## config.mk

```make
export PLATFORM = sky130hd
export DESIGN_NAME = multicycle_control_fsm
export DESIGN_NICKNAME = d
export VERILOG_FILES = /design/src/rtl/multicycle_control_fsm.sv
export SDC_FILE = /design/constraint.sdc
export NUM_CORES = 1
export LEC_CHECK = 0
export ABC_AREA = 1
export CAP_MARGIN = 15
export CORE_MARGIN = 4
export CORE_UTILIZATION = 30
export DETAILED_ROUTE_END_ITERATION = 16
export PLACE_DENSITY = 0.67
export SYNTH_ARGS = -nofsm -noshare
export SYNTH_HDL_FRONTEND = slang
export SYNTH_SLANG_ARGS = --single-unit
```

## constraint.sdc

```tcl
create_clock -name clk_i -period 1.45 [get_ports clk_i]
set_input_delay 0.2175 -clock clk_i [delete_from_list [all_inputs] [get_ports clk_i]]
set_output_delay 0.2175 -clock clk_i [all_outputs]
set_load 0.005 [all_outputs]
```

## src/rtl/multicycle_control_fsm.sv

```systemverilog
// Main control FSM of the multicycle RV32I core; drives datapath selects/enables and the ALU_Control hints.
// Latency: 2-5 cycles per instruction (FETCH..last state); outputs decode state_q combinationally.
// Backpressure: none, the FSM advances every cycle; rst_i forces RESET asynchronously.
module multicycle_control_fsm (
    input  logic       clk_i,
    input  logic       rst_i,
    input  logic [6:0] opcode_i,
    input  logic       zero_i,
    output logic       pc_write_o,
    output logic       adr_src_o,
    output logic       mem_write_o,
    output logic       ir_write_o,
    output logic [1:0] result_src_o,
    output logic [1:0] alu_src_a_o,
    output logic [1:0] alu_src_b_o,
    output logic       reg_write_o,
    output logic [2:0] imm_src_o,
    output logic [1:0] ALU_CO_o,
    output logic       is_immediate_o,
    output logic       illegal_o
);

    localparam logic [6:0] OP_LW   = 7'b0000011;
    localparam logic [6:0] OP_SW   = 7'b0100011;
    localparam logic [6:0] OP_R    = 7'b0110011;
    localparam logic [6:0] OP_I    = 7'b0010011;
    localparam logic [6:0] OP_BEQ  = 7'b1100011;
    localparam logic [6:0] OP_JAL  = 7'b1101111;
    localparam logic [6:0] OP_LUI  = 7'b0110111;

    localparam logic [3:0] S_RESET    = 4'd0;
    localparam logic [3:0] S_FETCH    = 4'd1;
    localparam logic [3:0] S_DECODE   = 4'd2;
    localparam logic [3:0] S_MEMADR   = 4'd3;
    localparam logic [3:0] S_MEMREAD  = 4'd4;
    localparam logic [3:0] S_MEMWB    = 4'd5;
    localparam logic [3:0] S_MEMWRITE = 4'd6;
    localparam logic [3:0] S_EXECR    = 4'd7;
    localparam logic [3:0] S_EXECI    = 4'd8;
    localparam logic [3:0] S_ALUWB    = 4'd9;
    localparam logic [3:0] S_BEQ      = 4'd10;
    localparam logic [3:0] S_JAL      = 4'd11;
    localparam logic [3:0] S_LUI      = 4'd12;

    typedef struct packed {
        logic       adr_src;
        logic       mem_write;
        logic       ir_write;
        logic [1:0] result_src;
        logic [1:0] alu_src_a;
        logic [1:0] alu_src_b;
        logic       reg_write;
        logic [1:0] alu_co;
        logic       is_imm;
    } ctrl_t;

    logic [3:0] state_q, state_d;
    logic       rst_hold_q, rst_hold_d;
    ctrl_t      ctrl;
    logic       opcode_legal;

    always_comb begin
        opcode_legal = 1'b0;
        case (opcode_i)
            OP_LW, OP_SW, OP_R, OP_I, OP_BEQ, OP_JAL, OP_LUI: opcode_legal = 1'b1;
            default:                                          opcode_legal = 1'b0;
        endcase
    end

    // rst_hold_q keeps the FSM in RESET for one full cycle after release,
    // so the first FETCH lands on the second rising edge.
    always_ff @(posedge clk_i or posedge rst_i) begin
        if (rst_i) begin
            state_q    <= S_RESET;
            rst_hold_q <= 1'b1;
        end else begin
            state_q    <= state_d;
            rst_hold_q <= rst_hold_d;
        end
    end

    always_comb begin
        rst_hold_d = 1'b0;
        state_d    = S_FETCH;
        case (state_q)
            S_RESET:  state_d = rst_hold_q ? S_RESET : S_FETCH;
            S_FETCH:  state_d = S_DECODE;
            S_DECODE: begin
                case (opcode_i)
                    OP_LW, OP_SW: state_d = S_MEMADR;
                    OP_R:         state_d = S_EXECR;
                    OP_I:         state_d = S_EXECI;
                    OP_BEQ:       state_d = S_BEQ;
                    OP_JAL:       state_d = S_JAL;
                    OP_LUI:       state_d = S_LUI;
                    default:      state_d = S_FETCH;
                endcase
            end
            S_MEMADR:   state_d = (opcode_i == OP_SW) ? S_MEMWRITE : S_MEMREAD;
            S_MEMREAD:  state_d = S_MEMWB;
            S_MEMWB:    state_d = S_FETCH;
            S_MEMWRITE: state_d = S_FETCH;
            S_EXECR:    state_d = S_ALUWB;
            S_EXECI:    state_d = S_ALUWB;
            S_ALUWB:    state_d = S_FETCH;
            S_BEQ:      state_d = S_FETCH;
            S_JAL:      state_d = S_ALUWB;
            S_LUI:      state_d = S_ALUWB;
            default:    state_d = S_FETCH;
        endcase
    end

    always_comb begin
        ctrl       = '0;
        pc_write_o = 1'b0;
        illegal_o  = 1'b0;
        case (state_q)
            S_FETCH: begin
                ctrl.ir_write   = 1'b1;
                ctrl.alu_src_b  = 2'b10;
                ctrl.result_src = 2'b10;
                pc_write_o      = 1'b1;
            end
            S_DECODE: begin
                ctrl.alu_src_a = 2'b01;
                ctrl.alu_src_b = 2'b01;
                illegal_o      = ~opcode_legal;
            end
            S_MEMADR: begin
                ctrl.alu_src_a = 2'b10;
                ctrl.alu_src_b = 2'b01;
            end
            S_MEMREAD:  ctrl.adr_src = 1'b1;
            S_MEMWB: begin
                ctrl.result_src = 2'b01;
                ctrl.reg_write  = 1'b1;
            end
            S_MEMWRITE: begin
                ctrl.adr_src   = 1'b1;
                ctrl.mem_write = 1'b1;
            end
            S_EXECR: begin
                ctrl.alu_src_a = 2'b10;
                ctrl.alu_co    = 2'b10;
            end
            S_EXECI: begin
                ctrl.alu_src_a = 2'b10;
                ctrl.alu_src_b = 2'b01;
                ctrl.alu_co    = 2'b10;
                ctrl.is_imm    = 1'b1;
            end
            S_ALUWB:    ctrl.reg_write = 1'b1;
            S_BEQ: begin
                ctrl.alu_src_a = 2'b10;
                ctrl.alu_co    = 2'b01;
                pc_write_o     = zero_i;
            end
            S_JAL: begin
                ctrl.alu_src_a = 2'b01;
                ctrl.alu_src_b = 2'b10;
                pc_write_o     = 1'b1;
            end
            S_LUI: begin
                ctrl.alu_src_a = 2'b11;
                ctrl.alu_src_b = 2'b01;
            end
            default: ctrl = '0;
        endcase
    end

    // Immediate format follows the opcode live, but is held at 0 while in reset.
    always_comb begin
        imm_src_o = 3'b000;
        if (!rst_i && state_q != S_RESET) begin
            case (opcode_i)
                OP_SW:   imm_src_o = 3'b001;
                OP_BEQ:  imm_src_o = 3'b010;
                OP_JAL:  imm_src_o = 3'b011;
                OP_LUI:  imm_src_o = 3'b100;
                default: imm_src_o = 3'b000;
            endcase
        end
    end

    assign adr_src_o      = ctrl.adr_src;
    assign mem_write_o    = ctrl.mem_write;
    assign ir_write_o     = ctrl.ir_write;
    assign result_src_o   = ctrl.result_src;
    assign alu_src_a_o    = ctrl.alu_src_a;
    assign alu_src_b_o    = ctrl.alu_src_b;
    assign reg_write_o    = ctrl.reg_write;
    assign ALU_CO_o       = ctrl.alu_co;
    assign is_immediate_o = ctrl.is_imm;

endmodule

```

# Word level (Yosys, flattened, before mapping)
# Index checks and enable logic that the tools add are counted.
[word_totals]
input_bits = 10
latchBits = 0
romBits = 0
register_bits = 5
ramBits = 0
n_memories = 0
[op_classes]
addsub = 0
n_div = 0
muxes = 18
n_bitwise = 1
n_shift = 0
n_reduce_logical = 14
order_cmp = 0
mul = 0
eq_ne = 19
[op_table]
columns = ["cell", "count"]
rows = [
  ["4-bit case mux with 6 select lines", 2],
  ["7-bit by 6-bit equality test with 1-bit output, second input constant", 3],
  ["4-bit equality test, second input constant", 5],
  ["4-bit by 3-bit equality test with 1-bit output, second input constant", 4],
  ["7-bit equality test, second input constant", 2],
  ["2-bit case mux with 2 select lines", 3],
  ["3-bit case mux with 4 select lines", 1],
  ["2-bit OR reduction", 6],
  ["4-bit OR reduction", 3],
  ["4-bit by 2-bit equality test with 1-bit output, second input constant", 2],
  ["1-bit two-way mux", 8],
  ["7-bit by 2-bit equality test with 1-bit output, second input constant", 1],
  ["7-bit by 5-bit equality test with 1-bit output, second input constant", 1],
  ["7-bit OR reduction", 1],
  ["2-bit case mux with 3 select lines", 1],
  ["4-bit by 1-bit equality test with 1-bit output, second input constant", 1],
  ["4-bit zero test", 1],
  ["4-bit nonzero test", 1],
  ["3-bit two-way mux", 1],
  ["2-bit two-way mux", 1],
  ["1-bit case mux with 2 select lines", 1],
  ["1-bit logical AND", 1],
  ["1-bit zero test", 1],
  ["1-bit NOT", 1],
]

# Longest topological paths before layout
[depth]
word_depth = 5
mapped_depth = 9
ltp_nobuf = 9

# Least setup slack after synthesis
# No wires, ideal clock.
[synth_path]
path_kind = "register -> output"
start = "register state_q[3]"
end = "output illegal_o"
setup_slack_ns = 0.280
path_buffers = 0
t_required_ns = 1.233
t_arrival_ns = 0.953
path_stages_with_launch = 6
cell_sequence = "dfrtp_1 -> nor2_2 -> nand2_1 -> nor2_4 -> nand3_1 -> inv_1"
[synth_between]
elab_chain_cells = 2
[synth_rtl]
columns = ["element", "line", "source"]
rows = [
  ["from (decl)", "57", "logic [3:0] state_q, state_d;"],
  ["from (signal assigned)", "77", "state_q <= state_d;"],
  ["4-bit by 2-bit equality test with 1-bit output", "117", "case (state_q)"],
  ["1-bit two-way mux", "117", ""],
  ["to (decl)", "20", "output logic illegal_o"],
]
# No other way between the ends.

# Worst setup path after layout
[layout_path]
start = "register state_q[1]"
end = "output pc_write_o"
[layout_between]
elab_chain_cells = 3
elab_cells_between_ends = 5
classes_between = "3 x eq/ne; 1 x mux; 1 x reduce/logical"
[layout_rtl]
columns = ["element", "line", "source"]
rows = [
  ["4-bit equality test or 4-bit by 1-bit equality test with 1-bit output (tied branches)", "117", ""],
  ["2-bit OR reduction (no source line)", "-", ""],
  ["1-bit case mux with 2 select lines (*)", "117", ""],
  ["to (decl)", "9", "output logic pc_write_o,"],
]
# Mark *: on every way between the ends. The rest lies on a longest branch, timed or not.

==> key figures <==
Power
  • Psw: 1.21 mW
  • Clock network power share: 6.5%
  • Switching part of the total: 45.9%
  • Pwr/cell area: 1700 mW/mm^2
  • Pint: 1.43 mW
  • Maximum resistive drop on vdd: 1.25 mV
  • Sequential share of power: 11.4%
  • Static leakage: 0.807 nW
  • Combinational Power Share: 82.2%

GRT
  • Total GRT Usage: 25.6%
  • Pin count of the biggest net entering global routing: 7
  • Initial antenna violation count: 0
  • First-pass GRT wire length: 4810 microns
  • Vias in the first global route: 1030
  • Gr ovfl total: 0

Layout
  • Share of layout cells above drive strength 1: 79.5%
  • Synthesis-to-layout area growth: 182%
  • Non-Filler Instances: 215
  • Final net count: 201
  • Filler instances: 79
  • N_diodes: 0

Route
  • Via density: 5.09
  • Post-route DRC: 0
  • Routed WL per cell: 18.1 microns
  • Detail Route Antenna Nets: 0
  • Total iterations of the first detailed-routing run: 4
  • Detailed Route WL: 3900 microns
  • Drt initial violations: 50
  • Vias: 1094

Clock tree
  • Root buffer cell: clkbuf_4
  • Post-cts hold buffer count: 0
  • Clock buffer depth: 2
  • Clock sink count: 5
  • CTS tree: done
  • Clk Latency, worst-skew pair: 0.25 ns
  • CTS H-tree lvls: 1
  • Num CTS Buffers: 3
  • Clk pin slew, worst setup/hold paths: 0.05 ns

Timing
  • Clock skew: 0.00496 ns
  • Final period util: 119%
  • Setup slack after layout: -0.273 ns
  • RSZ-0062 raised after global routing: yes
  • Min Tclk post-route: 1.72 ns
  • Final Hold Vio Count: 0
  • Endpoints failing setup: 20
  • Max Slew Vio Count: 0
  • Fmax: 580 MHz

Die
  • IO Pins: 28
  • Initial Util: 31.9%
  • Die Area: 0.00258 sq mm
  • Row count: 15
  • Die height: 50.8 microns
  • Die width: 50.8 microns
  • Core box area: 0.00173 sq mm

Place
  • Routability cong.: 0.881
  • Setup slack at placement: -0.583 ns
  • IO Port Bufs: 27
  • DP Wirelength: 1510 microns
  • Placed insts: 176

Setup path
  • Worst R2R Setup Slack: -0.04 ns
  • CP Launch Point: state_q[1]
  • CP required: 1.23 ns
  • Crit path kind: reg2out
  • FF-to-FF Start: state_q[3]
  • Worst Reg-to-Reg Cells: 8
  • WP data arrival: 1.51 ns
  • Startpoint types: flip-flop
  • Crit path max fanout: 3
  • Setup crit end kind: output pin

Logic synthesis
  • Synth top area cells: dfrtp_1 18%, nor2_1 16%, nand2_1 15%
  • Register bit total from synthesis: 5
  • Mapped Area: 551 sq um
  • Synthesized Nets: 109
  • Post-synth top area cell: dfrtp_1
  • Top-area cell type share of the netlist area: 18.2%
  • Yosys Warn Count: 0
  • Post-synthesis sequential area ratio: 23.0%
  • Netlist cell types: 21
  • Mapped Cells: 99
  • Syn Area/Cell: 5.56 sq um

Hold path
  • Hold WC Path Type: in2async

Status
  • Status: complete, but fails checks
  • Failing checks: negative setup slack

Flow run
  • Max cap viols: 0
-- worst max-delay path, cell delays in order, from the launching register on --
cell     delay (ns)
dfrtp_1        0.42
inv_2          0.10
buf_4          0.15
nor2_1         0.15
nand3_2        0.12
inv_2          0.08
nand2_1        0.06
nand3_2        0.06
buf_2          0.11
-- cell usage in the layout, fill, tap and decap left out, types with 4 or more instances in the layout --
| cell type | n |
|---|---|
| nor2_1 | 9 |
| clkbuf_2 | 7 |
| buf_6 | 17 |
| inv_4 | 4 |
| nand2_1 | 13 |
| nor2_4 | 11 |
| inv_1 | 6 |
| nand2_4 | 4 |
| nor2_2 | 6 |
| buf_4 | 44 |
| inv_2 | 10 |
| buf_2 | 13 |
| nand3_2 | 8 |
| nand2_2 | 5 |
-- registers in the layout (all words and copies together) (netlist names) --
name,flops
state_q,4
rst_hold_q,1
-- metrics by stage --
stage | TNS [ns] | hold slack (ns) | util, % | area, sq um | power (mW)
2_1_floorplan | 0 | 0.0108 | - | 551 | 0.727
3_3_place_gp | -3.99 | 0.521 | 60.2 | 1040 | 1.41
3_5_place_dp | -4.35 | 0.530 | 60.2 | 1040 | 1.43
4_1_cts | -1.59 | 0.298 | 79.1 | 1370 | 2.08
5_1_grt | -3.72 | 0.334 | 90.0 | 1550 | 2.76
6_report | -2.77 | 0.333 | 90.0 | 1550 | 2.64
-- cell families (layout without fill, tap and decap cells) --
| family | after synthesis | count (layout) | share of synthesized area (%) |
|---|---|---|---|
| buf+inv | 21 | 112 | 15.0 |
| other cells | 1 | 1 | 0.681 |
| flops | 5 | 5 | 23.0 |
| simple gates | 63 | 63 | 51.4 |
| compound gates | 9 | 9 | 10.0 |
-- routing by layer --
layer	GRT usage, %	wire length (microns)	share of wire, %
met5	0	0	0
met4	13.5	178	4.6
met3	3.79	223	5.7
met2	46.3	2000	51
met1	28.7	1490	38
-- power by group through the flow --
stage                     Combinational [mW]  Sequential, mW  Clock, mW
final                                   2.17           0.300      0.171
after global routing                    2.28           0.302      0.180
after CTS                               1.64           0.267      0.177
after detailed placement                1.17           0.258          0
after global placement                  1.16           0.257          0
after floorplan                        0.467           0.260          0
-- cell type report --
| cell class | instances | area [sq um] | share of cell area, % |
|---|---|---|---|
| timing repair buffer | 88 | 716 | 46.1 |
| multi-input combinational | 73 | 566 | 36.4 |
| sequential | 5 | 130 | 8.37 |
| inverter | 20 | 85.1 | 5.48 |
| tap | 25 | 31.3 | 2.01 |
| clock buffer | 4 | 26.3 | 1.69 |
-- Yosys cell counts --
library cell   n
nor2_1        23
nand2_1       22
inv_1         17
nand3_1        8
a21oi_1        4
dfrtp_1        4
inv_2          3
nand4_1        2
nor2_2         2
nor3_1         2
o21ai_0        2
buf_4          1
conb_1         1
dfstp_2        1
nand2_2        1
nand2_4        1
nor2_4         1
nor3_2         1
o211ai_1       1
o21ai_1        1
o31ai_2        1
-- final timing paths --
check	to
worst max-delay path	pc_write_o
worst min-delay path	state_q[0]
worst max register to register	state_q[3]
worst min register to register	state_q[0]
max in group asynchronous	rst_hold_q
min in group clk_i	state_q[2]
-- repair_timing --
item	CTS	global route
cloned	0	0
setup endpoints to repair	18	21
pin swaps	24	24
setup buffers	24	13
gates resized for setup	127	54
(Power assumes the default switching activity.)
